**src/rtl/mem_dma_pkg.sv**
```systemverilog
// Shared types for the memory-to-memory copy engine.
// Holds the controller state encoding, the copy direction and the
// memory_map MMIO window layout used by benches that target it.
package mem_dma_pkg;

  typedef enum logic [1:0] {
    IDLE  = 2'd0,
    RUN   = 2'd1,
    DRAIN = 2'd2,
    FIN   = 2'd3
  } state_t;

  typedef enum logic {
    FWD = 1'b0,
    BWD = 1'b1
  } dir_t;

  // MMIO window of memory_map: 14 registers spaced 0x100 apart from 0x000,
  // with an unmapped hole at 0xE00. The copy engine treats it as plain memory.
  localparam logic [15:0] MMIO_BASE     = 16'h0000;
  localparam logic [15:0] MMIO_STRIDE   = 16'h0100;
  localparam int unsigned MMIO_NUM_REGS = 14;
  localparam logic [15:0] MMIO_HOLE     = 16'h0E00;

  function automatic logic [15:0] mmio_reg_addr(input logic [3:0] idx);
    logic [15:0] off;
    off = {8'h00, 4'h0, idx} << 8;
    return MMIO_BASE + off;
  endfunction

endpackage

```
**src/rtl/mem_dma_addr_gen.sv**
```systemverilog
// Address sequencer for one side (read or write) of the copy engine.
// Loads a start address, direction and element count, then steps the
// address by +/-1 per enable (modulo 2^ADDR_WIDTH) and flags the final
// element so the controller knows when the side is exhausted.
module mem_dma_addr_gen
  import mem_dma_pkg::*;
#(
  parameter int unsigned ADDR_WIDTH = 16
) (
  input  logic                  clk,
  input  logic                  rst,
  input  logic                  load,
  input  logic [ADDR_WIDTH-1:0] start,
  input  dir_t                  dir,
  input  logic [ADDR_WIDTH-1:0] count,
  input  logic                  step,
  output logic [ADDR_WIDTH-1:0] addr,
  output logic                  last
);

  localparam logic [ADDR_WIDTH-1:0] ONE = {{(ADDR_WIDTH-1){1'b0}}, 1'b1};

  logic [ADDR_WIDTH-1:0] remain;
  dir_t                  dir_q;

  // Address/remaining-count register; holds on the last element.
  always_ff @(posedge clk) begin
    if (rst) begin
      addr   <= '0;
      remain <= '0;
      dir_q  <= FWD;
    end else if (load) begin
      addr   <= start;
      remain <= count - ONE;
      dir_q  <= dir;
    end else if (step && !last) begin
      addr   <= (dir_q == BWD) ? (addr - ONE) : (addr + ONE);
      remain <= remain - ONE;
    end
  end

  // Last element is the one presented when no further steps remain.
  always_comb begin
    last = (remain == '0);
  end

endmodule

```
**src/rtl/mem_dma_copy.sv**
```systemverilog
// Block copy engine: reads memory_map port B, writes port A, one word per
// cycle after a three-cycle fill (address -> memory read -> data register).
// Direction is chosen at accept time so overlapping regions copy with
// memmove semantics. Optional feature: define MEM_DMA_CSUM_EN to add a
// running modulo-2^DATA_WIDTH checksum output of all written words.
module mem_dma_copy
  import mem_dma_pkg::*;
#(
  parameter int unsigned DATA_WIDTH = 32,
  parameter int unsigned ADDR_WIDTH = 16
) (
  input  logic                  clk,
  input  logic                  rst,
  input  logic                  cmd_valid,
  output logic                  cmd_ready,
  input  logic [ADDR_WIDTH-1:0] cmd_src,
  input  logic [ADDR_WIDTH-1:0] cmd_dst,
  input  logic [ADDR_WIDTH-1:0] cmd_len,
  input  logic                  abort,
  output logic                  busy,
  output logic                  done,
  output logic                  aborted,
  output logic [ADDR_WIDTH-1:0] mem_addr_b,
  output logic                  mem_we_b,
  output logic [DATA_WIDTH-1:0] mem_data_b,
  input  logic [DATA_WIDTH-1:0] mem_q_b,
  output logic [ADDR_WIDTH-1:0] mem_addr_a,
  output logic [DATA_WIDTH-1:0] mem_data_a,
  output logic                  mem_we_a
`ifdef MEM_DMA_CSUM_EN
  ,
  output logic [DATA_WIDTH-1:0] csum
`endif
);

  localparam logic [ADDR_WIDTH-1:0] ONE = {{(ADDR_WIDTH-1){1'b0}}, 1'b1};

  state_t                state_q;
  state_t                state_d;
  logic                  accept;
  logic                  active;
  logic                  abort_act;
  logic                  abort_q;
  logic                  rd_pend;
  logic                  capture;
  logic                  wr_last_q;
  dir_t                  cmd_dir;
  logic [ADDR_WIDTH-1:0] rd_start;
  logic [ADDR_WIDTH-1:0] wr_start;
  logic [ADDR_WIDTH-1:0] rd_addr;
  logic                  rd_last;
  logic                  rd_step;
  logic [ADDR_WIDTH-1:0] wr_addr;
  logic                  wr_last;

  // Command handshake, direction choice and start-address computation.
  always_comb begin
    accept    = cmd_valid && cmd_ready;
    active    = (state_q == RUN) || (state_q == DRAIN);
    abort_act = abort && active;
    cmd_dir   = (cmd_dst > cmd_src) ? BWD : FWD;
    // Backward copies begin at the top element of each region.
    rd_start  = (cmd_dir == BWD) ? (cmd_src + cmd_len - ONE) : cmd_src;
    wr_start  = (cmd_dir == BWD) ? (cmd_dst + cmd_len - ONE) : cmd_dst;
    rd_step   = (state_q == RUN) && !abort_act;
    // Data returned by memory this cycle is turned into a write unless aborted.
    capture   = rd_pend && !abort_act;
  end

  mem_dma_addr_gen #(
    .ADDR_WIDTH(ADDR_WIDTH)
  ) u_rd_gen (
    .clk  (clk),
    .rst  (rst),
    .load (accept),
    .start(rd_start),
    .dir  (cmd_dir),
    .count(cmd_len),
    .step (rd_step),
    .addr (rd_addr),
    .last (rd_last)
  );

  mem_dma_addr_gen #(
    .ADDR_WIDTH(ADDR_WIDTH)
  ) u_wr_gen (
    .clk  (clk),
    .rst  (rst),
    .load (accept),
    .start(wr_start),
    .dir  (cmd_dir),
    .count(cmd_len),
    .step (capture),
    .addr (wr_addr),
    .last (wr_last)
  );

  // Controller state register.
  always_ff @(posedge clk) begin
    if (rst) begin
      state_q <= IDLE;
    end else begin
      state_q <= state_d;
    end
  end

  // Next-state logic; abort in RUN/DRAIN goes straight to FIN.
  always_comb begin
    state_d = state_q;
    unique case (state_q)
      IDLE: begin
        if (accept) begin
          state_d = (cmd_len == '0) ? FIN : RUN;
        end
      end
      RUN: begin
        if (abort) begin
          state_d = FIN;
        end else if (rd_last) begin
          state_d = DRAIN;
        end
      end
      DRAIN: begin
        if (abort) begin
          state_d = FIN;
        end else if (mem_we_a && wr_last_q) begin
          state_d = FIN;
        end
      end
      FIN: begin
        state_d = IDLE;
      end
      default: begin
        state_d = IDLE;
      end
    endcase
  end

  // Status outputs decoded from state; FIN reports done or aborted.
  always_comb begin
    cmd_ready  = (state_q == IDLE);
    busy       = (state_q != IDLE);
    done       = (state_q == FIN) && !abort_q;
    aborted    = (state_q == FIN) && abort_q;
    mem_addr_b = rd_addr;
    mem_we_b   = 1'b0;
    mem_data_b = '0;
  end

  // Remembers that the current command was cancelled.
  always_ff @(posedge clk) begin
    if (rst) begin
      abort_q <= 1'b0;
    end else if (accept) begin
      abort_q <= 1'b0;
    end else if (abort_act) begin
      abort_q <= 1'b1;
    end
  end

  // Marks that memory returns read data in the following cycle.
  always_ff @(posedge clk) begin
    if (rst) begin
      rd_pend <= 1'b0;
    end else begin
      rd_pend <= (state_q == RUN) && !abort_act;
    end
  end

  // Write port register: registers returned read data with its write address.
  always_ff @(posedge clk) begin
    if (rst) begin
      mem_we_a   <= 1'b0;
      mem_addr_a <= '0;
      mem_data_a <= '0;
      wr_last_q  <= 1'b0;
    end else if (accept) begin
      mem_we_a  <= 1'b0;
      wr_last_q <= 1'b0;
    end else begin
      mem_we_a <= capture;
      if (capture) begin
        mem_addr_a <= wr_addr;
        mem_data_a <= mem_q_b;
        wr_last_q  <= wr_last;
      end
    end
  end

`ifdef MEM_DMA_CSUM_EN
  // Running sum of every word actually written by this command.
  always_ff @(posedge clk) begin
    if (rst) begin
      csum <= '0;
    end else if (accept) begin
      csum <= '0;
    end else if (mem_we_a) begin
      csum <= csum + mem_data_a;
    end
  end
`endif

endmodule

```
**config.mk**
```make
export PLATFORM = sky130hd
export DESIGN_NAME = mem_dma_copy
export DESIGN_NICKNAME = d
export VERILOG_FILES = /design/src/rtl/mem_dma_pkg.sv /design/src/rtl/mem_dma_addr_gen.sv /design/src/rtl/mem_dma_copy.sv
export SDC_FILE = /design/constraint.sdc
export NUM_CORES = 1
export LEC_CHECK = 0
export CAP_MARGIN = 20
export CORE_UTILIZATION = 45
export DETAILED_ROUTE_END_ITERATION = 16
export PLACE_DENSITY = 0.71
export SLEW_MARGIN = 25
export SYNTH_ARGS = -nofsm -noshare
export SYNTH_HDL_FRONTEND = slang
export SYNTH_SLANG_ARGS = --single-unit
```
**constraint.sdc**
```tcl
create_clock -name clk -period 5.5 [get_ports clk]
set_input_delay 1.1 -clock clk [delete_from_list [all_inputs] [get_ports clk]]
set_output_delay 1.1 -clock clk [all_outputs]
set_load 0.05 [all_outputs]
```
==> results of run 1 <==
[through the flow]
| step | setup WS [ns] | util [%] |
|---|---|---|
| after global placement | 1.28 | 53.5 |
| after CTS | 1.61 | 56.2 |
| after floorplan | 2.02 | - |
| after global routing | 1.37 | 56.3 |
| after detailed placement | 1.19 | 53.6 |
| final | 1.55 | 56.3 |
[cell type report]
class                      instances  area, um2  share of cell area, %
clock buffer                      23        478                   4.04
clock inverter                     8       73.8                  0.624
inverter                         129        484                   4.09
multi-input combinational        994       6470                   54.7
sequential                       119       2380                   20.1
tap                              275        344                   2.91
timing repair buffer             160       1600                   13.5
[placed cells by master (no fill, tap or decap), types with 8 or more instances in the layout]
cell type	netlist	layout
and3_1	9	9
ha_1	112	112
nor2_1	96	95
inv_1	127	127
nor3_1	34	34
a21oi_1	132	132
dfxtp_1	119	119
buf_4	34	8
a21o_1	15	15
nor4_1	10	10
a31oi_1	22	21
o21ai_0	56	56
o21a_1	16	16
conb_1	1	33
o31ai_1	8	8
a211oi_1	33	33
nand4_1	9	9
or3_1	10	10
o211ai_1	17	17
clkbuf_16	0	17
xor2_1	23	23
nor2b_1	13	13
nand3_1	19	18
clkdlybuf4s50_1	0	151
xnor2_1	37	37
nand2b_1	10	10
nand2_1	177	177
[sequential cells by signal, indices dropped and copies added (netlist names), 2 cells and up]
register and count:
u_rd_gen.addr 16, mem_addr_a 16, state_q 2, u_wr_gen.remain 16, u_rd_gen.remain 16, u_wr_gen.addr 16, mem_data_a 32
[power breakdown]
part	internal [mW]	leakage, nW	switching, mW
Sequential	1.06	0.971	0.178
Clock	0.652	0.269	0.414
Combinational	0.904	3.73	1.51
Total	2.61	4.97	2.10
[Yosys cell counts (5+ instances only)]
cell	count
o211ai_1	17
a211oi_1	33
nand4_1	9
nor4_1	10
nand2b_1	10
nand3_1	19
nor2_1	96
a21o_1	15
nor3_1	34
or3_1	10
ha_1	112
and2_1	7
o311ai_0	5
o21a_1	16
a31oi_1	22
a21oi_1	132
nand3b_1	5
xnor2_1	37
inv_1	127
and3_1	9
a311oi_1	7
buf_4	34
clkbuf_1	35
xor2_1	23
o31ai_1	8
buf_2	5
nor2b_1	13
o21ai_0	56
dfxtp_1	119
nand2_1	177
[metal layers]
layer  share of wire [%]  vias to the layer above  routed length, um  global-route usage (%)
met2                  47                      272              13000                    42.0
met4                 2.7                        0                731                    9.38
li1                    -                     4735                  -                       -
met1                  45                     4488              12300                    31.7
met3                 5.1                       54               1410                    4.20
met5                   0                        -                  0                       0
[path summary, 6_finish.rpt]
| kind | slack [ns] | cells after the start | end |
|---|---|---|---|
| hold reg to reg | 0.45 | 2 | mem_addr_a[2] |
| setup reg to reg | 2.23 | 11 | u_rd_gen.addr[12] |
| hold / removal | 0.45 | 2 | mem_addr_a[2] |
| setup / recovery | 1.55 | 15 | u_rd_gen.addr[13] |
[logic make-up (layout without fill, tap and decap cells)]
family / after synthesis / after routing
buffers and inverters: 209 / 320
adders and majority gates: 116 / 116
xor gates and xnor gates: 61 / 61
AOI/OAI and AO/OA: 359 / 359
muxes: 4 / 4
DFF: 119 / 119
and+or+nand+nor: 421 / 421
other: 1 / 33
[worst register-to-register path, stage by stage (launching register included)]
cell,delay [ns]
dfxtp_1,0.32
buf_4,0.39
inv_1,0.39
fa_1,0.50
nor2b_1,0.22
o31ai_2,0.13
a211oi_1,0.42
nor2_1,0.10
o311ai_0,0.29
a21oi_1,0.08
a2bb2oi_1,0.15
nor3_1,0.19
==> run metrics, run 1 <==
run status finished clean; number of sinks handled by clock tree synthesis 119; fraction of final layout cells sized beyond drive strength 1 4.54%; maximum frequency from static timing analysis 253 MHz; Min-Delay Path Class reg2reg; clock tree from TritonCTS built; per-cell routed wire length 16.0 um; Power per Cell Area 398 nW/um2; Cell variety after synth 81; vertical die dimension 148 um; Buf+Inv Stages, Crit Path 4; average size of a mapped cell 7.47 um2; critical setup path kind in2reg; die footprint 22000 um2; Clock Skew 0.0109 ns; final-report max-slew violation count 0; CP max FO 6; residual antenna-violating net count after detailed routing 0; final setup violation count 0; Critical Path End Type flip-flop; via count of the first global-routing pass 8986; DP Area 11300 um2; Final Cell Area 11800 um2; number of nets in the layout 1621; Post-Route Setup TNS 0 ns; number of max-cap violations 0; Cell Count Post-Placement 1677; Reg clk slew, reported paths 0.06 ns; cell types with the largest area share after synthesis dfxtp_1, ha_1, nand2_1, a21oi_1, inv_1; count of final hold-check violations 0; worst setup path startpoint cmd_len[1]; number of post-CTS setup repair buffers 0; CTS H-Tree Depth 4; family with the most delay on the worst path compound AO/OA/AOI/OAI gates; diode count 0; relative slew slack 30.4%; area share of xor/xnor cells in the synthesized design 5.62%; count of synthesis-stage warnings from yosys 0; overall routing resource usage 24.9%; adder and majority gate portion of the synthesized area 15.4%; final weighted congestion in routability-driven placement 0.954; largest stage delay on the critical path 0.48 ns; Root Buffer clkbuf_16; Die X-Extent 148 um; critical path's most frequent cell inv_1; worst-path cell with the longest stage delay clkdlybuf4s50_1; simple-gate share of the synthesized area 20.2%; starting utilization of the core area 45.9%; CTS buffer count 17; global-route wire length before repair 43.8 mm; Hold-fix buffers, CTS 0; dominant combinational cell family by area after synthesis compound AO/OA/AOI/OAI gates; P&R area growth vs syn 22.7%; vias per inst 5.59; number of antenna violations at the first check in global routing 0; transition time of the tightest slew-check pin 1.04 ns; Max clock buf depth 2; count of port buffers added during placement 152; IR drop worst, VDD 193 uV; Crit path required time 5.80 ns; CORE AREA 21000 um2; floorplan row count 53; critical path launch point type primary input; period utilization 71.8%; Hold Startpoint mem_addr_a[2]; critical path data arrival time 4.25 ns; count of flip-flops with a built-in enable after synthesis 0; number of vias in the routed layout 9549; Routed Wire Length 27.4 mm; num ports 186; DRC violations left 0; Filler Cell Count 1983; summed instance area of the synthesized netlist 9640 um2; share of async-settable or async-resettable flops after synthesis 0%; series of cell instances along the critical path clkdlybuf4s50_1, inv_1, ha_1, inv_1, ha_1, inv_1, fa_1, nor2b_1, o31a_1, o211ai_1, a21boi_1, o21a_1, o21a_1, o2111a_1, o311a_1; sequential fraction of the synthesis area 24.7%; Pleak 4.97 nW; synthesized flop and latch total 119; overflow left after global routing 0; setup repair after global routing missed its margin no; router iterations before antenna repair 7; shortest clock period the worst path allows after layout 3.95 ns; area share of the largest cell type after synthesis 24.7%; worst skew pair latency 0.42 ns; Post-DP HPWL 20.6 mm; main flop type after synthesis dfxtp_1; compound-cell area share of the yosys netlist 23.9%; worst hold slack across all endpoints 0.451 ns; worst reg2reg startpoint u_rd_gen.dir_q; CTS-repair resized insts 0; cells after synthesis 1290; total power 4.71 mW; number of violations reported at the end of detailed-routing iteration 0 525; multiplexer area fraction after synthesis 0.415%; area leader, netlist dfxtp_1; non-filler instance count after layout 1708; largest net degree at the start of global routing 77
No activity file was read; power rests on OpenSTA's default activity.
==> run 2, diff against run 1 <==
clock period = 3.9 ns   (was 5.5 ns; I/O delays follow)
==> run metrics, run 2 (synthesis results as in run 1) <==
run status finished clean; number of vias in the routed layout 9554; period utilization 92.8%; die footprint 22000 um2; Routed Wire Length 27.3 mm; vias per inst 5.51; number of nets in the layout 1648; post-layout worst setup margin 0.281 ns; Critical Path End Type flip-flop; Power per Cell Area 558 nW/um2; per-cell routed wire length 15.7 um; Pleak 5.09 nW; number of max-cap violations 0; CORE AREA 21000 um2; critical path data arrival time 3.94 ns; Post-DP HPWL 20.7 mm; share of the core filled with cells in the final layout 57.1%; commonest cells after routing, fill and taps aside nand2_1, clkdlybuf4s50_1, a21oi_1, inv_1, dfxtp_1; CTS-repair resized insts 0; diode count 0; pre-CTS setup slack -0.0619 ns; Largest register FFs 32; P&R area growth vs syn 24.6%; Post-Route Setup TNS 0 ns; Root Buffer clkbuf_16; Max clock buf depth 2; maximum frequency from static timing analysis 276 MHz; CP max FO 4; router iterations before antenna repair 5; commonest non-fill, non-tap cell in the layout nand2_1; number of post-CTS setup repair buffers 0; number of antenna violations at the first check in global routing 0; residual antenna-violating net count after detailed routing 0; Clock Skew 0.00822 ns; clock tree from TritonCTS built; global-route wire length before repair 43.9 mm; overflow left after global routing 0; setup repair after global routing missed its margin no; DRC violations left 0; CTS buffer count 17; Hold-fix buffers, CTS 0; Min-Delay Path Class reg2reg; largest net degree at the start of global routing 61; transition time of the tightest slew-check pin 0.840 ns; num ports 186; Reg clk slew, reported paths 0.06 ns; fraction of final layout cells sized beyond drive strength 1 6.30%; Crit path required time 4.22 ns; CTS H-Tree Depth 4; shortest clock period the worst path allows after layout 3.62 ns; floorplan row count 53; number of sinks handled by clock tree synthesis 119; IR drop worst, VDD 274 uV; critical setup path kind in2reg; final weighted congestion in routability-driven placement 0.967; final setup violation count 0; critical path launch point type primary input; final-report max-slew violation count 0; count of final hold-check violations 0; overall routing resource usage 25.0%; starting utilization of the core area 45.9%; count of port buffers added during placement 152; total power 6.70 mW; number of violations reported at the end of detailed-routing iteration 0 536; worst hold slack across all endpoints 0.452 ns; via count of the first global-routing pass 8958; worst skew pair latency 0.43 ns; Largest Register mem_data_a; Filler Cell Count 1956; relative slew slack 43.8%; Die X-Extent 148 um; vertical die dimension 148 um
-- run 2: power breakdown --
part           internal, mW  switching, mW
combinational          1.31           2.12
clock                 0.937          0.589
sequential             1.49          0.254
total                  3.73           2.97
-- run 2: area by class of cell --
class / count / area, um2 / area share, %
clock buffers: 24 / 492 / 4.09
repair buffers: 187 / 1780 / 14.8
well taps: 275 / 344 / 2.86
flip-flops and latches: 119 / 2380 / 19.8
multi-input cells: 994 / 6460 / 53.8
inverters: 129 / 484 / 4.03
clock inverters: 7 / 70.1 / 0.583
-- run 2: worst paths after layout --
kind / from / end / slack [ns] / cells after the start
min reg2reg: mem_data_a[30] / mem_data_a[30] / 0.45 / 2
min: mem_data_a[30] / mem_data_a[30] / 0.45 / 2
max: cmd_len[3] / u_rd_gen.addr[13] / 0.28 / 13
max reg2reg: u_rd_gen.dir_q / u_rd_gen.addr[12] / 0.66 / 10
-- run 2: worst max-delay path, cell delays in order --
cell and delay [ns]:
clkdlybuf4s50_1 0.64, inv_1 0.12, ha_1 0.29, inv_1 0.04
ha_1 0.31, nor2b_1 0.16, o31a_1 0.30, o211ai_1 0.26
a21boi_1 0.14, o21a_1 0.20, o21a_1 0.18, o2111a_1 0.24
o311a_1 0.28
-- run 2: per-layer routing --
metal	vias up	part of all wire (%)	GRT usage, %
li1	4781	-	-
met1	4445	46	32.9
met2	283	46	41.4
met3	45	5.7	3.96
met4	0	2.1	8.61
met5	-	0	0
-- run 2: stage by stage --
step | area (um2) | std cells
3_3_place_gp | 11500 | 1704
2_1_floorplan | 9760 | 1322
3_5_place_dp | 11500 | 1704
4_1_cts | 12000 | 1735
6_report | 12000 | 1735
5_1_grt | 12000 | 1735
